$ cat src/rtl/weight_fetch_pkg.sv
// Constants and FSM encoding shared by the controller, the weight-fetch stage and the array.
package weight_fetch_pkg;

    localparam int SYS_H_DEF = 8;
    localparam int SYS_W_DEF = 8;
    localparam int DW_DEF    = 8;
    localparam int AW_DEF    = 10;

    typedef enum logic [1:0] {
        ST_IDLE,
        ST_ISSUE,
        ST_DRAIN,
        ST_DONE
    } wf_state_e;

endpackage

$ cat src/rtl/weight_fetch.sv
// Streams SYS_H weight rows from the weight buffer into the array weight-load port.
// Request to w_done is SYS_H+2 cycles; no backpressure, abort by clr or w_read falling.
module weight_fetch
    import weight_fetch_pkg::*;
#(
    parameter int SYS_H = SYS_H_DEF,
    parameter int SYS_W = SYS_W_DEF,
    parameter int DW    = DW_DEF,
    parameter int AW    = AW_DEF,
    localparam int RW   = (SYS_H > 1) ? $clog2(SYS_H) : 1
) (
    input  logic                  clk,
    input  logic                  rst,
    input  logic                  w_read,
    input  logic                  clr,
    input  logic [AW-1:0]         base_addr,
    output logic                  mem_en,
    output logic [AW-1:0]         mem_addr,
    input  logic [SYS_W*DW-1:0]   mem_rdata,
    output logic [SYS_W*DW-1:0]   w_data,
    output logic                  w_valid,
    output logic [RW-1:0]         w_row,
    output logic                  w_done
);

    localparam logic [RW-1:0] LAST_ROW = RW'(SYS_H - 1);

    wf_state_e       state_q, state_d;
    logic [RW-1:0]   cnt_q, cnt_d;
    logic [AW-1:0]   base_q, base_d;
    logic            mem_en_d;
    logic [AW-1:0]   mem_addr_d;
    logic            w_valid_d;
    logic [RW-1:0]   w_row_d;
    logic            w_done_d;
    logic            abort;

    assign w_data = mem_rdata;
    assign abort  = clr || !w_read;

    // cnt_q is the row being issued in the current cycle while in ISSUE.
    always_comb begin
        state_d    = state_q;
        cnt_d      = cnt_q;
        base_d     = base_q;
        mem_en_d   = 1'b0;
        mem_addr_d = mem_addr;
        w_valid_d  = mem_en;
        w_row_d    = mem_en ? cnt_q : w_row;
        w_done_d   = 1'b0;

        case (state_q)
            ST_IDLE: begin
                if (w_read && !clr) begin
                    state_d    = ST_ISSUE;
                    base_d     = base_addr;
                    cnt_d      = '0;
                    mem_en_d   = 1'b1;
                    mem_addr_d = base_addr;
                end
            end
            ST_ISSUE: begin
                if (abort) begin
                    // Drop the read issued this cycle so it never shows as w_valid.
                    state_d   = ST_IDLE;
                    cnt_d     = '0;
                    w_valid_d = 1'b0;
                end else if (cnt_q == LAST_ROW) begin
                    state_d = ST_DRAIN;
                end else begin
                    cnt_d      = cnt_q + RW'(1);
                    mem_en_d   = 1'b1;
                    mem_addr_d = base_q + AW'(cnt_q) + AW'(1);
                end
            end
            ST_DRAIN: begin
                cnt_d = '0;
                if (abort) begin
                    state_d   = ST_IDLE;
                    w_valid_d = 1'b0;
                end else begin
                    state_d  = ST_DONE;
                    w_done_d = 1'b1;
                end
            end
            ST_DONE: begin
                if (abort) begin
                    state_d = ST_IDLE;
                end else begin
                    w_done_d = 1'b1;
                end
            end
            default: begin
                state_d = ST_IDLE;
                cnt_d   = '0;
            end
        endcase
    end

    always_ff @(posedge clk or negedge rst) begin
        if (!rst) begin
            state_q  <= ST_IDLE;
            cnt_q    <= '0;
            base_q   <= '0;
            mem_en   <= 1'b0;
            mem_addr <= '0;
            w_valid  <= 1'b0;
            w_row    <= '0;
            w_done   <= 1'b0;
        end else begin
            state_q  <= state_d;
            cnt_q    <= cnt_d;
            base_q   <= base_d;
            mem_en   <= mem_en_d;
            mem_addr <= mem_addr_d;
            w_valid  <= w_valid_d;
            w_row    <= w_row_d;
            w_done   <= w_done_d;
        end
    end

endmodule

$ cat config.mk
export PLATFORM = sky130hd
export DESIGN_NAME = weight_fetch
export DESIGN_NICKNAME = d
export VERILOG_FILES = /design/src/rtl/weight_fetch_pkg.sv /design/src/rtl/weight_fetch.sv
export SDC_FILE = /design/constraint.sdc
export NUM_CORES = 1
export LEC_CHECK = 0
export CAP_MARGIN = 40
export CORE_AREA = 2 2 86 88
export DETAILED_ROUTE_END_ITERATION = 10
export DIE_AREA = 0 0 88 90
export PLACE_DENSITY = 0.79
export SYNTH_ARGS = -nofsm -noshare
export SYNTH_HDL_FRONTEND = slang
export SYNTH_SLANG_ARGS = --single-unit
$ cat constraint.sdc
create_clock -name clk -period 1.8 [get_ports clk]
set_input_delay 0.36 -clock clk [delete_from_list [all_inputs] [get_ports clk]]
set_output_delay 0.36 -clock clk [all_outputs]
set_load 0.005 [all_outputs]
# == Word level (Yosys, flattened, before mapping) ==
# Index checks and enable logic that the tools add are counted.
# totals
input_bits,78
word_cells,56
out_inout_bits,80
regBits,31
# op_classes
addsub,3
n_reduce_logical,13
n_eq_ne,10
n_mux,22
# ops
op,n
10-bit 2-to-1 mux,3
10-bit one-hot mux with 2 select lines,1
"10-bit by 1-bit adder with 10-bit output, second input constant",1
10-bit by 3-bit adder with 10-bit output,1
2-bit 2-to-1 mux,5
3-bit 2-to-1 mux,3
3-bit one-hot mux with 3 select lines,1
"2-bit inequality test, second input constant",4
2-bit one-hot mux with 4 select lines,1
1-bit 2-to-1 mux,7
"3-bit inequality test, second input constant",2
3-bit AND reduction,2
"2-bit == test, second input constant",2
4-bit AND reduction,1
2-bit OR reduction,2
"3-bit by 1-bit adder with 3-bit output, second input constant",1
"3-bit == test, second input constant",1
3-bit nonzero test,1
"2-bit by 1-bit == test with 1-bit output, second input constant",1
1-bit logical NOT,2
2-bit logical NOT,1
1-bit one-hot mux with 2 select lines,1
2-bit AND reduction,1
2-bit nonzero test,1
other kinds (2),2

# == Longest topological paths before layout ==
# logic_depth
word_depth,5
mapped_depth,9

# == Worst setup path before layout ==
# Ideal clock, no wire load.
# synth_path
kind,register to register
from,register cnt_q[0]
to,register mem_addr[6]
path_stages_with_launch,10
n_path_buf,0
period_less_slack_ns,1.714
setup_time_ns,0.083
t_required_ns,1.717
arrival_time_ns,1.631
setup_slack_ns,0.086
path_cell_list,dfrtp_1 inv_1 ha_1 inv_1 fa_1 a21o_1 nand4_1 xnor2_1 mux2i_1 o21ai_0
# synth_between
elab_chain_cells,5
word_cells_on_any_way,8
cone_classes,add/sub (2); eq/ne (2); mux (3); reduce/logical (1)
# synth_lines
element,line_no,text
start: declaration,weight_fetch.sv:29,"logic [RW-1:0] cnt_q, cnt_d;"
start signal: assignment,weight_fetch.sv:112,cnt_q <= cnt_d;
10-bit by 3-bit adder with 10-bit output,weight_fetch.sv:73,mem_addr_d = base_q + AW'(cnt_q) + AW'(1);
10-bit by 1-bit adder with 10-bit output,weight_fetch.sv:73,
10-bit 2-to-1 mux,weight_fetch.sv:68,end else if (cnt_q == LAST_ROW) begin
10-bit 2-to-1 mux,weight_fetch.sv:63,if (abort) begin
10-bit one-hot mux with 2 select lines,weight_fetch.sv:52,case (state_q)
end signal: assignment,weight_fetch.sv:115,mem_addr <= mem_addr_d;
end: declaration,weight_fetch.sv:18,"output logic [AW-1:0] mem_addr,"
# Parallel ways exist; a longest one is shown, timed or not. The select of a mux whose other input is x is not followed.
# A chain may end at the register's enable or synchronous reset.

# == Final worst setup path ==
# Same ends and word-level chain as after synthesis.

==> results_dict.tcl <==
set metrics [dict create \
    dpl_cell_area_um2 2101 \
    max_slew.worst_pin.slew_ns 0.4076 \
    synthArstFlopShare 1.000 \
    clk-insertion-delay-late_ns 0.29 \
    syn_nets 299 \
    path_class "flip-flop to flip-flop" \
    yosysTopAreaCell "dfrtp_1" \
    drv_cap 0 \
    hold_path.class "input pin to asynchronous set/reset pin" \
    grt_pass1_vias 1342 \
    routed_wl_um 3575 \
    swShare 0.3544 \
    cts_sinks 31 \
    nNetsFinal 278 \
    cp_max_fo 3 \
    drcViolationCount 0 \
    grt_pass1_wl_um 6009 \
    fmax_mhz 589.1 \
    yosysWarnings 0 \
    cp.required_ns 2.01 \
    avgSynthCellArea_um2 10.08 \
    vdd.ir_drop.worst_mv 0.4967 \
    p_leak_uw 0.0009825 \
    pwr-share-comb 0.476 \
    num_io_pins 158 \
    gr-total-overflow 0 \
    fin_area_um2 2188 \
    setup_viol 0 \
    fp-row-count 31 \
    status "complete, no violations" \
    synth_area_leaders "dfrtp_1 (37%), buf_4 (23%), mux2_2 (7.5%)" \
    core-area_um2 7020 \
    netlist.area_leader.share 0.3666 \
    period_needed_ns 1.697 \
    numPortBuffers 29 \
    worstSetupEndpointType "flip-flop" \
    ant_nets 0 \
    hold_viol 0 \
    synth_common_cells "buf_4 (65), dfrtp_1 (31), nand2_1 (16)" \
    clock_power_share 0.160 \
    dieHeight_um 90 \
    start_util 0.3014 \
    synth-main-ff-cell "dfrtp_1" \
    nFillCells 732 \
    routed_via_density 4.336 \
    gp_congestion 0.8390 \
    cts_tree "built" \
    netlist_area_um2 2116 \
    cts_buffer_depth 2 \
    hpwl_um 2726 \
    wl_per_cell_um 12.37 \
    arrival_ns 1.91 \
    slew_violations 0 \
    dr_total_vias 1253 \
    htreeDepth 2 \
    dieArea_um2 7920 \
    slew-limit-headroom 0.7283 \
    die_w_um 88 \
    firstDrtPassIters 4 \
    finClkSkew_ns 0.007189 \
    ctsRootBufferMaster "clkbuf_8" \
    power_switching_uw 1166 \
    internal_power_uw 2125 \
    yosysMostFrequentCell "buf_4" \
    antenna_found_initial 0 \
    cts_buffers 5 \
    synthCells 210 \
    setup_slack_ns 0.1025 \
    area_delta_synth_final_pct 3.430 \
    rsz0062_at_grt "true" \
    grt_max_degree 32 \
    ys_ff_latch 31 \
    ys_seq_area_frac 0.3666 \
    p_per_area_nw_per_um2 1504 \
    synth_edf_count 0 \
    pre_cts_slack_ns -0.01845 \
    postCtsSetupBuffers 0 \
    drive_gt1_frac 0.2053 \
    drtIter0Drc 20 \
    antennaDiodeCount 0 \
    synth_cell_type_count 32 \
    seqPwrFrac 0.363 \
    min_period_over_period 0.9430 \
    start_kind "flip-flop" \
    clkTransAtPathRegs_ns 0.07 \
    track_usage 0.09833 \
]
## area by class of cell
type | instances | area [µm²] | area share
Tap cell | 99 | 123.9 | 0.05660
Multi-Input combinational cell | 106 | 819.5 | 0.3745
Inverter | 6 | 22.52 | 0.01029
Clock buffer | 7 | 76.32 | 0.03488
Sequential cell | 31 | 775.7 | 0.3545
Timing Repair Buffer | 39 | 365.4 | 0.1670
Clock inverter | 1 | 5.005 | 0.002287
## final timing paths
check                                  from          end  slack [ns]  depth (start not counted)
worst max-delay path               cnt_q[0]  mem_addr[6]        0.10                          9
worst min-delay path                    rst      w_valid        0.46                          2
worst max register to register     cnt_q[0]  mem_addr[6]        0.10                          9
worst min register to register  mem_addr[3]  mem_addr[3]        0.48                          2
max in group asynchronous               rst    base_q[0]        1.03                          2
min in group clk                mem_addr[3]  mem_addr[3]        0.48                          2
## critical path, stage by stage (launching register included)
cell,delay (ns)
dfrtp_1,0.38
inv_1,0.06
ha_1,0.16
inv_1,0.06
fa_2,0.33
a21o_1,0.20
nand4_1,0.09
xnor2_1,0.12
mux2i_1,0.08
o21ai_1,0.13
## layout by cell type, fill, tap and decap left out, drive strengths merged, types with 2 or more instances in the layout
cell type      instances
buf                   10
mux2i                  9
dfrtp                 31
nand4                  4
nor3                   2
mux2                  15
o211ai                 2
a211oi                 2
clkbuf                 7
clkdlybuf4s50         29
nand2                 17
a22o                   2
inv                    6
ha                    10
a21oi                  4
nand3                  2
nand2b                 2
o21ai                 10
xor2                   3
xnor2                  4
nor2                  12
## state kept, by name, indices dropped and copies added, names as in the netlist
register	flops
w_valid	1
state_q	2
cnt_q	3
mem_addr	10
w_done	1
base_q	10
w_row	3
mem_en	1
## power by group through the flow
| stage | clock network [µW] | registers, µW | logic (µW) |
|---|---|---|---|
| after floorplan | 0 | 1190 | 1110 |
| after global placement | 0 | 1200 | 1540 |
| after detailed placement | 0 | 1210 | 1570 |
| after CTS | 551 | 1200 | 1580 |
| after global routing | 583 | 1240 | 1760 |
| final | 528 | 1200 | 1570 |
## cells by family after synthesis
kind of cell,Yosys count,share of synthesized area
AO/OA/AOI/OAI,22,0.06978
AND/OR/NAND/NOR,42,0.09285
multiplexers,24,0.1242
buffers and inverters,73,0.2490
XOR/XNOR,7,0.02898
adder cells (fa/ha/maj),11,0.06860
flip-flops,31,0.3666
## what timing repair did
| action | 4_1_cts | 5_1_grt |
|---|---|---|
| pin swaps | 0 | 2 |
| gates resized for setup | 1 | 3 |
| endpoints found under the hold margin | 0 | 0 |
| gates cloned | 0 | 0 |
| hold buffers | 0 | 0 |
| endpoints found under the setup margin | 1 | 5 |
## metrics by stage
stage                     hold WS, ns  power [µW]    util  setup TNS, ns  cells
after CTS                      0.4703        3334  0.3108              0    289
final                          0.4575        3291  0.3117              0    289
after global routing           0.5097        3585  0.3117      -0.002521    289
after floorplan               0.06441        2297       -              0    210
after detailed placement       0.4729        2782  0.2992       -0.02696    281
after global placement         0.4637        2735  0.2992              0    281
## per-layer routing
metal,vias to the layer above,part of all wire,track usage
li1,593,-,-
met1,603,0.43,0.1142
met2,43,0.45,0.1484
met3,14,0.096,0.04132
met4,0,0.023,0.05897
met5,-,0,0
(Power assumes the default switching activity.)
